$ cat src/rtl/fc3_pkg.sv
// Shared constants, FSM state type and weight-address helper for the layer-3 classifier.
package fc3_pkg;

  localparam int unsigned N_IN  = 15;
  localparam int unsigned N_OUT = 10;
  localparam int unsigned DW    = 16;
  localparam int unsigned AW    = 8;
  localparam int unsigned ACCW  = 36;
  // Index widths for the activation (i) and output-class (o) counters.
  localparam int unsigned IW    = 4;
  localparam int unsigned OW    = 4;

  typedef enum logic [1:0] {
    StIdle,
    StLoad,
    StRun,
    StDone
  } state_e;

  // Weights are stored output-major: all N_IN weights of class o are contiguous.
  function automatic logic [AW-1:0] w_addr(input logic [OW-1:0] o, input logic [IW-1:0] i);
    return AW'(o) * AW'(N_IN) + AW'(i);
  endfunction

endpackage

$ cat src/rtl/fc3_mac_unit.sv
// Product register followed by a reloadable accumulator; flags the final term of each dot product.
module fc3_mac_unit
  import fc3_pkg::*;
(
  input  logic            clk,
  input  logic            rst_n,
  input  logic            in_valid,
  input  logic            in_first,
  input  logic            in_last,
  input  logic [DW-1:0]   act,
  input  logic [DW-1:0]   weight,
  output logic [ACCW-1:0] acc,
  output logic            acc_done
);

  logic [2*DW-1:0] prod_q;
  logic            p_valid_q, p_first_q, p_last_q;
  logic [ACCW-1:0] acc_q;
  logic            done_q;
  logic [ACCW-1:0] prod_ext;

  assign prod_ext = {{(ACCW - 2 * DW){prod_q[2*DW-1]}}, prod_q};

  // Stage 1: register the signed product and its control flags.
  always_ff @(posedge clk or negedge rst_n) begin
    if (!rst_n) begin
      prod_q    <= '0;
      p_valid_q <= 1'b0;
      p_first_q <= 1'b0;
      p_last_q  <= 1'b0;
    end else begin
      prod_q    <= $signed({{DW{act[DW-1]}}, act}) * $signed({{DW{weight[DW-1]}}, weight});
      p_valid_q <= in_valid;
      p_first_q <= in_first;
      p_last_q  <= in_last;
    end
  end

  // Stage 2: reload on the first term of a class, otherwise accumulate.
  always_ff @(posedge clk or negedge rst_n) begin
    if (!rst_n) begin
      acc_q  <= '0;
      done_q <= 1'b0;
    end else begin
      if (p_valid_q) begin
        acc_q <= p_first_q ? prod_ext : acc_q + prod_ext;
      end
      done_q <= p_valid_q & p_last_q;
    end
  end

  assign acc      = acc_q;
  assign acc_done = done_q;

endmodule

$ cat src/rtl/fc3_mac_argmax.sv
// Layer-3 fully-connected layer with arg-max: buffers a frame, streams weights, reports best class.
module fc3_mac_argmax
  import fc3_pkg::*;
(
  input  logic            clk,
  input  logic            rst_n,
  input  logic            in_valid,
  output logic            in_ready,
  input  logic [DW-1:0]   in_data,
  output logic            out_valid,
  input  logic            out_ready,
  output logic [3:0]      out_digit,
  output logic [ACCW-1:0] out_score,
  output logic            rom_ce,
  output logic            rom_oce,
  output logic            rom_reset,
  output logic [AW-1:0]   rom_ad,
  input  logic [DW-1:0]   rom_dout
);

  state_e          state_q, state_d;
  logic [IW-1:0]   k_q, k_d;
  logic [IW-1:0]   i_q, i_d;
  logic [OW-1:0]   o_q, o_d;
  logic [OW-1:0]   cmp_o_q, cmp_o_d;
  logic            rom_ce_q, rom_ce_d;
  logic [AW-1:0]   rom_ad_q, rom_ad_d;
  logic            rd_valid_q;
  logic [IW-1:0]   rd_i_q;
  logic [ACCW-1:0] best_q, best_d;
  logic [OW-1:0]   best_idx_q, best_idx_d;
  logic [DW-1:0]   act_q [N_IN];
  logic [ACCW-1:0] acc;
  logic            acc_done;
  logic            accept, last_issue, better;

  assign in_ready   = (state_q == StIdle) || (state_q == StLoad);
  assign accept     = in_valid && in_ready;
  assign last_issue = (o_q == OW'(N_OUT - 1)) && (i_q == IW'(N_IN - 1));
  // Class 0 always seeds the tracker; strict compare keeps the lowest index on ties.
  assign better     = (cmp_o_q == '0) || ($signed(acc) > $signed(best_q));

  assign out_valid = (state_q == StDone);
  assign out_digit = best_idx_q;
  assign out_score = best_q;
  assign rom_ce    = rom_ce_q;
  assign rom_ad    = rom_ad_q;
  assign rom_oce   = 1'b1;
  assign rom_reset = 1'b0;

  // Next-state logic: beat collection, address issue and arg-max tracking.
  always_comb begin
    state_d    = state_q;
    k_d        = k_q;
    i_d        = i_q;
    o_d        = o_q;
    cmp_o_d    = cmp_o_q;
    rom_ce_d   = rom_ce_q;
    rom_ad_d   = rom_ad_q;
    best_d     = best_q;
    best_idx_d = best_idx_q;
    unique case (state_q)
      StIdle, StLoad: begin
        if (accept) begin
          k_d     = k_q + 1'b1;
          state_d = StLoad;
          if (k_q == IW'(N_IN - 1)) begin
            k_d      = '0;
            state_d  = StRun;
            i_d      = '0;
            o_d      = '0;
            cmp_o_d  = '0;
            rom_ce_d = 1'b1;
            rom_ad_d = w_addr('0, '0);
          end
        end
      end
      StRun: begin
        if (rom_ce_q) begin
          if (last_issue) begin
            rom_ce_d = 1'b0;
          end else begin
            if (i_q == IW'(N_IN - 1)) begin
              i_d = '0;
              o_d = o_q + 1'b1;
            end else begin
              i_d = i_q + 1'b1;
            end
            rom_ad_d = w_addr(o_d, i_d);
          end
        end
        if (acc_done) begin
          if (better) begin
            best_d     = acc;
            best_idx_d = cmp_o_q;
          end
          cmp_o_d = cmp_o_q + 1'b1;
          if (cmp_o_q == OW'(N_OUT - 1)) begin
            state_d = StDone;
          end
        end
      end
      StDone: begin
        if (out_ready) begin
          state_d = StIdle;
        end
      end
      default: state_d = StIdle;
    endcase
  end

  // Control and result registers.
  always_ff @(posedge clk or negedge rst_n) begin
    if (!rst_n) begin
      state_q    <= StIdle;
      k_q        <= '0;
      i_q        <= '0;
      o_q        <= '0;
      cmp_o_q    <= '0;
      rom_ce_q   <= 1'b0;
      rom_ad_q   <= '0;
      rd_valid_q <= 1'b0;
      rd_i_q     <= '0;
      best_q     <= '0;
      best_idx_q <= '0;
    end else begin
      state_q    <= state_d;
      k_q        <= k_d;
      i_q        <= i_d;
      o_q        <= o_d;
      cmp_o_q    <= cmp_o_d;
      rom_ce_q   <= rom_ce_d;
      rom_ad_q   <= rom_ad_d;
      // ROM data arrives one cycle after the issue edge; track its activation index.
      rd_valid_q <= rom_ce_q;
      rd_i_q     <= i_q;
      best_q     <= best_d;
      best_idx_q <= best_idx_d;
    end
  end

  // Activation buffer; only written on accepted beats.
  always_ff @(posedge clk or negedge rst_n) begin
    if (!rst_n) begin
      for (int unsigned n = 0; n < N_IN; n++) begin
        act_q[n] <= '0;
      end
    end else if (accept) begin
      act_q[k_q] <= in_data;
    end
  end

  fc3_mac_unit u_mac (
    .clk      (clk),
    .rst_n    (rst_n),
    .in_valid (rd_valid_q),
    .in_first (rd_i_q == '0),
    .in_last  (rd_i_q == IW'(N_IN - 1)),
    .act      (act_q[rd_i_q]),
    .weight   (rom_dout),
    .acc      (acc),
    .acc_done (acc_done)
  );

endmodule

$ cat config.mk
export PLATFORM = sky130hd
export DESIGN_NAME = fc3_mac_argmax
export DESIGN_NICKNAME = d
export VERILOG_FILES = /design/src/rtl/fc3_pkg.sv /design/src/rtl/fc3_mac_unit.sv /design/src/rtl/fc3_mac_argmax.sv
export SDC_FILE = /design/constraint.sdc
export NUM_CORES = 1
export LEC_CHECK = 0
export CAP_MARGIN = 25
export CELL_PAD_IN_SITES_DETAIL_PLACEMENT = 0
export CELL_PAD_IN_SITES_GLOBAL_PLACEMENT = 1
export CORE_ASPECT_RATIO = 1.5
export CORE_MARGIN = 2
export CORE_UTILIZATION = 55
export DETAILED_ROUTE_END_ITERATION = 7
export GPL_TIMING_DRIVEN = 1
export PLACE_DENSITY_LB_ADDON = 0.3
export SLEW_MARGIN = 10
export SYNTH_ARGS = -nofsm -noshare
export SYNTH_HDL_FRONTEND = slang
export SYNTH_SLANG_ARGS = --single-unit
$ cat constraint.sdc
create_clock -name clk -period 14.16 [get_ports clk]
set_input_delay 2.124 -clock clk [delete_from_list [all_inputs] [get_ports clk]]
set_output_delay 2.124 -clock clk [all_outputs]
set_load 0.005 [all_outputs]
==> out/qor.yml, run 1 <==
synth-seq-cells: 384
fin_crit_ns: 8.52
synth_area_leaders: "dfrtp_1 (33%), fa_1 (18%), mux2_2 (9.1%)"
antenna_found_initial: 2
synth.avg_cell_area_um2: 10.9
synth_nets: 3159
die_w_um: 192
async_flop_share_pct: 100
grt_pass1_vias: 21177
netlist_area_um2: 29300
numCtsBuffers: 39
grt_use_total_pct: 24.7
crit_fanout: 46
setup_viol: 0
yosys_warnings: 0
nets: 3200
rows: 103
grt_first_pass_wirelength_mm: 107
hold_depth: 0
hold_violations: 0
area_delta_synth_final_pct: 9.59
grt-ovfl-total: 0
via_per_inst: 5.62
dp_hpwl_mm: 49.1
ant_nets: 0
slowest_stage: "fa_1"
regArea_um2: 9620
finalSetupTns_ns: 0
clkSlewWorstSetupHoldPaths_ns: 0.06
relSlewSlack_pct: 29.9
ys.flop_type: "dfrtp_1"
cts_hold_buffers: 0
gp_congestion: 0.873
rsz0062_at_grt: "no"
synth-edff-count: 0
crit_path_end_kind: "flop"
r2r_setup_slack_ns: 5.64
path_cells: "buf_4 -> mux4_2 -> a221oi_1 -> o21ai_1 -> nand2_1 -> inv_1 -> fa_1 -> fa_1 -> fa_1 -> fa_1 -> fa_1 -> inv_1 -> fa_1 -> inv_1 -> ha_1 -> o211a_1 -> a21oi_1 -> o21ai_0 -> a31oi_1 -> and3b_1 -> o21ai_0 -> o21a_1 -> nor2_1 -> xnor2_1"
io_pins: 89
post_cts_resized: 0
r2r_cells: 24
numClockSinks: 384
path_delay_family: "adder cells"
core_um2: 52600
vias: 19261
arrival_ns: 9.00
antennaDiodeCount: 0
fin_crit_sh_pct: 60.2
n_fill_cell: 4313
die-area_um2: 55200
cts_setup_buffers: 0
netlist_instances: 2676
worst_skew_pair.late_latency_ns: 0.57
yosysSeqAreaShare_pct: 32.8
io_buffers: 86
critPathLaunchType: "flop"
slowest_delay_ns: 0.91
slew_violations: 0
cts_tree: "built"
layout-drive-gt1-share_pct: 15.3
status: "finished, final reports clean"
drv_cap: 0
cp_num_buf_inv: 4
initial_core_util_pct: 55.7
fmax_ghz: 0.117
layout_commonest_cell: "dfrtp_1"
cts_buffer_depth: 3
crit_cells: 24
holdCritPathClass: "flop to flop"
required_ns: 14.64
die_h_um: 287
finClkSkew_ns: 0.0161
wl_per_cell_um: 18.8
drtPass1Iterations: 5
worst_slew_pin_slew_ns: 1.05
path_common_cell: "fa_1"
drt_iter0_markers: 828
yosys.area.top_type: "dfrtp_1"
clock-root-buffer: "clkbuf_16"
final_cell_mix: "dfrtp_1 (381), inv_1 (370), fa_1 (270)"
wirelength_mm: 64.5
drc_errors: 0
synth_top_area_share_pct: 32.8
crit_type: "flop to flop"
h-tree-depth: 2
synth.distinct_cells: 82
multiInputGateArea_um2: 17800
grt_max_degree: 126
final timing paths:
| path | startpoint | endpoint |
|---|---|---|
| min in group asynchronous | rst_n | out_score[2]$_DFFE_PN0P_ |
| max in group asynchronous | rst_n | act_q[171]$_DFFE_PN0P_ |
| hold reg to reg | rd_valid_q$_DFF_PN0_ | u_mac.p_valid_q$_DFF_PN0_ |
| setup reg to reg | rd_i_q[0]$_DFF_PN0_ | u_mac.prod_q[29]$_DFF_PN0_ |
| setup / recovery | rd_i_q[0]$_DFF_PN0_ | u_mac.prod_q[29]$_DFF_PN0_ |
| hold / removal | rd_valid_q$_DFF_PN0_ | u_mac.p_valid_q$_DFF_PN0_ |
per-layer routing:
metal,vias up,wire [µm],GRT usage (%)
met4,4,2260,8.44
met2,350,35000,47.1
met5,-,29,0
li1,8915,-,-
met1,9844,25200,28.0
met3,148,2050,3.08
cells by family after synthesis:
logic type / Yosys count / share of synthesized area [%]
AOI/OAI and AO/OA: 336 / 7.51
xor gates and xnor gates: 77 / 2.30
adders and majority gates: 447 / 26.0
buffers and inverters: 492 / 6.47
DFF: 384 / 32.8
muxes: 353 / 15.2
other: 2 / 0.0256
and+or+nand+nor: 585 / 9.65
Yosys cell counts (47+ instances only):
| master | count |
|---|---|
| a21o_1 | 47 |
| a21oi_1 | 115 |
| and2_1 | 125 |
| clkbuf_1 | 93 |
| dfrtp_1 | 384 |
| fa_1 | 270 |
| ha_1 | 177 |
| inv_1 | 370 |
| mux2_2 | 237 |
| mux4_2 | 48 |
| nand2_1 | 233 |
| nor2_1 | 103 |
| o21ai_0 | 49 |
| xnor2_1 | 53 |
layout make-up:
| type | instances | area share, % |
|---|---|---|
| tap | 682 | 2.66 |
| sequential | 384 | 30.0 |
| clock inverter | 11 | 0.331 |
| clock buffer | 57 | 3.57 |
| inverter | 371 | 4.34 |
| timing repair buffer | 121 | 3.62 |
| multi-input combinational | 1800 | 55.5 |
metrics by stage:
stage          area [µm²]  hold slack (ns)  util [%]  instances  setup slack, ns
2_1_floorplan       29300            0.331         -       2676             6.51
3_3_place_gp        30800            0.335      58.5       3354             5.44
3_5_place_dp        30800            0.335      58.6       3356             5.33
4_1_cts             32100            0.349      61.0       3424             5.56
5_1_grt             32100            0.362      61.1       3426             5.05
6_report            32100            0.348      61.1       3426             5.64
state kept, by name, indices dropped and copies added, names as in the netlist:
signal           flops
k_q                  4
u_mac.prod_q        32
state_q              2
rom_ce               1
u_mac.p_valid_q      1
rd_i_q               4
cmp_o_q              4
u_mac.acc_done       1
out_score           36
act_q              240
rd_valid_q           1
rom_ad               8
u_mac.acc           36
o_q                  4
out_digit            4
u_mac.p_last_q       1
u_mac.p_first_q      1
i_q                  4
Power of run 1 is left out: the tool's default activity adds up to more than one toggle a clock period on the data nets, which glitch-free logic cannot reach.
==> run 2, diff against run 1 <==
--- a/config.mk
+++ b/config.mk
@@ -10,7 +10,7 @@
 export CELL_PAD_IN_SITES_GLOBAL_PLACEMENT = 1
 export CORE_ASPECT_RATIO = 1.5
 export CORE_MARGIN = 2
-export CORE_UTILIZATION = 55
+export CORE_UTILIZATION = 46
 export DETAILED_ROUTE_END_ITERATION = 7
 export GPL_TIMING_DRIVEN = 1
 export PLACE_DENSITY_LB_ADDON = 0.3
==> constraint.sdc (replaced) <==
create_clock -name clk -period 7.38 [get_ports clk]
set_input_delay 1.107 -clock clk [delete_from_list [all_inputs] [get_ports clk]]
set_output_delay 1.107 -clock clk [all_outputs]
set_load 0.005 [all_outputs]
==> run 2 against run 1 <==
Net effect: count of clock-buffer cells in the layout rose by 5; maximum frequency rose by 19%; clock skew fell by 0.0026 ns; final cell count rose by 5.8%; sequential share of layout area fell by 1.1 points; wire length rose by 3.3%; core utilization fell by 8.3 points; hold slack improved by 0.0057 ns; cell area rose by 3.8%.
==> out/qor.yml, run 2 (synthesized netlist as in run 1, its figures left out) <==
finalNonFillerCells: 3626  # was 3,426
die-area_um2: 65800  # was 55,200 µm²
h-tree-depth: 2  # unchanged
path_common_cell: "fa_1"  # unchanged
fin_crit_ns: 7.15  # was 8.52 ns
dp_hpwl_mm: 52.0  # was 49.1 mm
grt_max_degree: 149  # was 126
crit_type: "flop to flop"  # unchanged
antenna_found_initial: 3  # was 2
slew_violations: 0  # unchanged
holdCritPathClass: "flop to flop"  # unchanged
grt_use_total_pct: 21.0  # was 24.7%
numClockSinks: 384  # unchanged
arrival_ns: 7.65  # was 9.00 ns
status: "finished, final reports clean"  # unchanged
fmax_ghz: 0.140  # was 0.117 GHz
dp_cells: 3537  # was 3,356
worst_slack_ns: 0.226  # was 5.64 ns
rsz0062_at_grt: "yes"  # was no
gp_congestion: 0.845  # was 0.873
io_buffers: 86  # unchanged
wl_per_cell_um: 18.4  # was 18.8 µm
grt_pass1_vias: 21293  # was 21,177
relSlewSlack_pct: 24.5  # was 29.9%
drtPass1Iterations: 5  # unchanged
cts_tree: "built"  # unchanged
nets: 3275  # was 3,200
post-place-ws_ns: -0.0559  # was 5.33 ns
vias: 19452  # was 19,261
initial_core_util_pct: 46.3  # was 55.7%
area_delta_synth_final_pct: 13.7  # was 9.59%
final_util_pct: 52.7  # was 61.1%
fin_crit_sh_pct: 96.9  # was 60.2%
crit_path_end_kind: "flop"  # unchanged
grt_first_pass_wirelength_mm: 110  # was 107 mm
drv_cap: 0  # unchanged
critPathLaunchType: "flop"  # unchanged
multiInputGateArea_um2: 18000  # was 17,800 µm²
via_per_inst: 5.36  # was 5.62
required_ns: 7.87  # was 14.64 ns
crit_fanout: 16  # was 46
worst_skew_pair.late_latency_ns: 0.57  # about the same
regArea_um2: 9620  # unchanged
cts_buffer_depth: 3  # unchanged
layout_commonest_cell: "dfrtp_1"  # unchanged
wirelength_mm: 66.7  # was 64.5 mm
worst_slew_pin_slew_ns: 1.13  # was 1.05 ns
final_cell_mix: "dfrtp_1 (381), inv_1 (370), fa_1 (267)"  # was dfrtp_1 (381), inv_1 (370), fa_1 (270)
antennaDiodeCount: 0  # unchanged
finClkSkew_ns: 0.0135  # was 0.0161 ns
clkSlewWorstSetupHoldPaths_ns: 0.06  # about the same
largest_reg_flops: 240  # unchanged
die_h_um: 313  # was 287 µm
drc_errors: 0  # unchanged
core_um2: 63200  # was 52,600 µm²
numCtsBuffers: 41  # was 39
ant_nets: 0  # unchanged
die_w_um: 210  # was 192 µm
cts_hold_buffers: 0  # unchanged
setup_viol: 0  # unchanged
slowest_delay_ns: 0.53  # was 0.91 ns
hold_violations: 0  # unchanged
slowest_stage: "dfrtp_4"  # was fa_1
drt_iter0_markers: 835  # was 828
n_fill_cell: 5565  # was 4,313
grt-ovfl-total: 0  # unchanged
hold-worst-slack_ns: 0.354  # was 0.348 ns
top_register: "act_q"  # unchanged
layout-drive-gt1-share_pct: 19.1  # was 15.3%
rows: 113  # was 103
clock-root-buffer: "clkbuf_16"  # unchanged
io_pins: 89  # unchanged
run 2: cell types whose count changed in the layout (fill, tap and decap cells not counted), moves of 5 or more:
cell      before  now
a221oi_2       0   11
mux2i_2        0    8
buf_6          0    7
a221oi_1      17    6
buf_4         32   83
buf_12         0   12
a21oi_1      114  109
mux2i_1       46   38
a21oi_2        2    7
run 2: layout make-up:
type	count	share of cell area (%)
sequential	384	28.9
multi-input combinational	1800	54.1
inverter	371	4.18
clock buffer	62	3.68
timing repair buffer	194	5.79
clock inverter	10	0.338
tap	805	3.02
run 2: final timing paths:
kind / from / endpoint / slack [ns] / cells after the start
hold reg to reg: rd_valid_q$_DFF_PN0_ / u_mac.p_valid_q$_DFF_PN0_ / 0.35 / 0
setup / recovery: rd_i_q[0]$_DFF_PN0_ / u_mac.prod_q[23]$_DFF_PN0_ / 0.23 / 28
min in group asynchronous: rst_n / k_q[3]$_DFFE_PN0P_ / 0.69 / 1
max in group asynchronous: rst_n / act_q[107]$_DFFE_PN0P_ / 5.25 / 2
hold / removal: rd_valid_q$_DFF_PN0_ / u_mac.p_valid_q$_DFF_PN0_ / 0.35 / 0
setup reg to reg: rd_i_q[0]$_DFF_PN0_ / u_mac.prod_q[23]$_DFF_PN0_ / 0.23 / 28
run 2: layer usage:
metal	track usage [%]	wire length, µm	vias up
li1	-	-	9093
met1	23.9	26200	9975
met2	40.4	36700	259
met3	2.50	1790	119
met4	6.83	1920	6
met5	0	47	-
run 2: stage by stage:
| stage | cell area, µm² | TNS, ns |
|---|---|---|
| after floorplan | 29300 | 0 |
| after global placement | 31500 | -0.0546 |
| after detailed placement | 31600 | -0.0763 |
| after CTS | 32900 | 0 |
| after global routing | 33300 | -0.0282 |
| final | 33300 | 0 |
run 2: timing repair:
action | 4_1_cts | 5_1_grt
buffers inserted | 2 | 12
pin swaps | 0 | 14
setup endpoints to repair | 4 | 10
gates cloned | 0 | 2
resized for setup | 0 | 57
run 2: critical path, delay by kind of cell, from the launching register on:
family	cells	cell delay (ns)
adder cells (fa/ha/maj)	7	3.27
buffers and inverters	7	0.65
multiplexers	2	0.71
AND/OR/NAND/NOR	5	0.66
AO/OA/AOI/OAI	6	1.11
flip-flops	1	0.53
XOR/XNOR	1	0.12
Power of run 2 is left out for the same reason.
==> run 3, diff against run 2 <==
--- a/config.mk
+++ b/config.mk
@@ -18,3 +18,4 @@
 export SYNTH_ARGS = -nofsm -noshare
 export SYNTH_HDL_FRONTEND = slang
 export SYNTH_SLANG_ARGS = --single-unit
+export TNS_END_PERCENT = 20
==> run 3 against run 2 <==
Net effect: worst setup slack worse by 0.046 ns; final cell count down 0.14%; via count down 0.13%; die area unchanged; wire length down 0.43%; count of clock-buffer cells in the layout unchanged; global-route usage unchanged; first-iteration DRC count unchanged; clock skew down 0.0010 ns; sequential cell count unchanged; critical path depth unchanged; highest routed layer unchanged.
==> out/qor.yml, run 3 (synthesized netlist as in run 1, its figures left out) <==
status: "finished, final reports clean"  # unchanged
gr-max-usage-layer: "met2"  # unchanged
fmax_ghz: 0.139  # was 0.140 GHz
finClkSkew_ns: 0.0124  # was 0.0135 ns
path_delay_family: "adder cells"  # unchanged
grtUsageMet2_pct: 40.4  # unchanged
h-tree-depth: 2  # unchanged
crit_fanout: 16  # unchanged
cp_num_buf_inv: 7  # unchanged
via_per_inst: 5.36  # about the same
hold_violations: 0  # unchanged
io_pins: 89  # unchanged
crit_cells: 28  # unchanged
numCtsBuffers: 41  # unchanged
critPathLaunchType: "flop"  # unchanged
numClockSinks: 384  # unchanged
regArea_um2: 9620  # unchanged
drt_iter0_markers: 835  # unchanged
top_register: "act_q"  # unchanged
layout-drive-gt1-share_pct: 18.8  # was 19.1%
hold_depth: 0  # unchanged
wl_per_cell_um: 18.3  # was 18.4 µm
crit_type: "flop to flop"  # unchanged
n_fill_cell: 5571  # was 5,565
dp_hpwl_mm: 52.0  # unchanged
slowest_stage: "fa_1"  # was dfrtp_4
antennaDiodeCount: 0  # unchanged
slowest_delay_ns: 0.53  # about the same
core_um2: 63200  # unchanged
ant_nets: 0  # unchanged
rsz0062_at_grt: "yes"  # unchanged
slew_violations: 0  # unchanged
grtUsageMet3_pct: 2.50  # unchanged
layout_commonest_cell: "dfrtp_1"  # unchanged
clock-root-buffer: "clkbuf_16"  # unchanged
initial_core_util_pct: 46.3  # unchanged
grt_pass1_vias: 21293  # unchanged
die_w_um: 210  # unchanged
relSlewSlack_pct: 23.5  # was 24.5%
grt-ovfl-total: 0  # unchanged
setup_viol: 0  # unchanged
drtPass1Iterations: 5  # unchanged
fin_crit_ns: 7.20  # was 7.15 ns
antenna_found_initial: 3  # unchanged
wirelength_mm: 66.4  # was 66.7 mm
grt_first_pass_wirelength_mm: 110  # unchanged
drv_cap: 0  # unchanged
arrival_ns: 7.69  # was 7.65 ns
rows: 113  # unchanged
die-area_um2: 65800  # unchanged
grt_use_met1_pct: 23.9  # unchanged
gp_congestion: 0.845  # unchanged
holdCritPathClass: "flop to flop"  # unchanged
cts_tree: "built"  # unchanged
grt_max_degree: 149  # unchanged
drc_errors: 0  # unchanged
nets: 3270  # was 3,275
path_common_cell: "fa_1"  # unchanged
worst_slew_pin_slew_ns: 1.15  # was 1.13 ns
multiInputGateArea_um2: 18000  # about the same
io_buffers: 86  # unchanged
fin_crit_sh_pct: 97.6  # was 96.9%
r2r_cells: 28  # unchanged
final_cell_mix: "dfrtp_1 (381), inv_1 (370), fa_1 (268)"  # was dfrtp_1 (381), inv_1 (370), fa_1 (267)
area_delta_synth_final_pct: 13.4  # was 13.7%
worst_skew_pair.late_latency_ns: 0.57  # about the same
finalSetupTns_ns: 0  # unchanged
crit_path_end_kind: "flop"  # unchanged
grt_use_total_pct: 21.0  # unchanged
required_ns: 7.87  # about the same
cts_buffer_depth: 3  # unchanged
final_util_pct: 52.6  # was 52.7%
die_h_um: 313  # unchanged
clkSlewWorstSetupHoldPaths_ns: 0.06  # about the same
r2r_setup_slack_ns: 0.18  # was 0.23 ns
vias: 19426  # was 19,452
largest_reg_flops: 240  # unchanged
## run 3: cell types whose count changed in the layout (fill, tap and decap cells not counted), moves of 2 or more
| cell | before | now |
|---|---|---|
| buf_4 | 83 | 81 |
| clkbuf_16 | 43 | 41 |
| mux2i_1 | 38 | 41 |
| mux2i_2 | 8 | 5 |
## run 3: timing repair
action	CTS	global route
endpoints found under the setup margin	4	10
pin swaps	0	7
resized for setup	0	47
setup buffers	2	9
hold buffers	0	0
## run 3: area by class of cell
cell class	instances	share of cell area (%)
Clock buffer	62	3.69
Clock inverter	10	0.339
Inverter	371	4.19
Multi-Input combinational cell	1800	54.2
Sequential cell	384	28.9
Tap cell	805	3.03
Timing Repair Buffer	189	5.57
## run 3: per-layer routing
metal | routed length (µm) | vias up
met5 | 46 | -
met4 | 1950 | 6
met3 | 1870 | 124
met2 | 36500 | 287
met1 | 26000 | 9933
li1 | - | 9076
## run 3: metrics by stage
step | cells | hold slack, ns | instance area, µm² | setup WS (ns)
global placement | 3535 | 0.339 | 31500 | -0.0546
floorplan | 2676 | 0.331 | 29300 | 0.180
CTS | 3611 | 0.360 | 32900 | 0.0263
global route | 3621 | 0.363 | 33200 | -0.0239
finish | 3621 | 0.354 | 33200 | 0.180
detailed placement | 3537 | 0.346 | 31600 | -0.0559
## run 3: path summary, 6_finish.rpt
check,startpoint,end
hold reg to reg,rd_valid_q$_DFF_PN0_,u_mac.p_valid_q$_DFF_PN0_
setup reg to reg,rd_i_q[0]$_DFF_PN0_,u_mac.prod_q[23]$_DFF_PN0_
setup / recovery,rd_i_q[0]$_DFF_PN0_,u_mac.prod_q[23]$_DFF_PN0_
hold / removal,rd_valid_q$_DFF_PN0_,u_mac.p_valid_q$_DFF_PN0_
max in group asynchronous,rst_n,act_q[74]$_DFFE_PN0P_
min in group asynchronous,rst_n,k_q[3]$_DFFE_PN0P_
## run 3: worst reg2reg max path: cells and delay by family, from the launching register on
family,cells,cell delay (ns)
mux,2,0.71
flops,1,0.50
compound gates,6,1.15
xor+xnor,1,0.12
fa+ha+maj,7,3.27
buf+inv,7,0.73
simple gates,5,0.68
Power of run 3 is left out for the same reason.
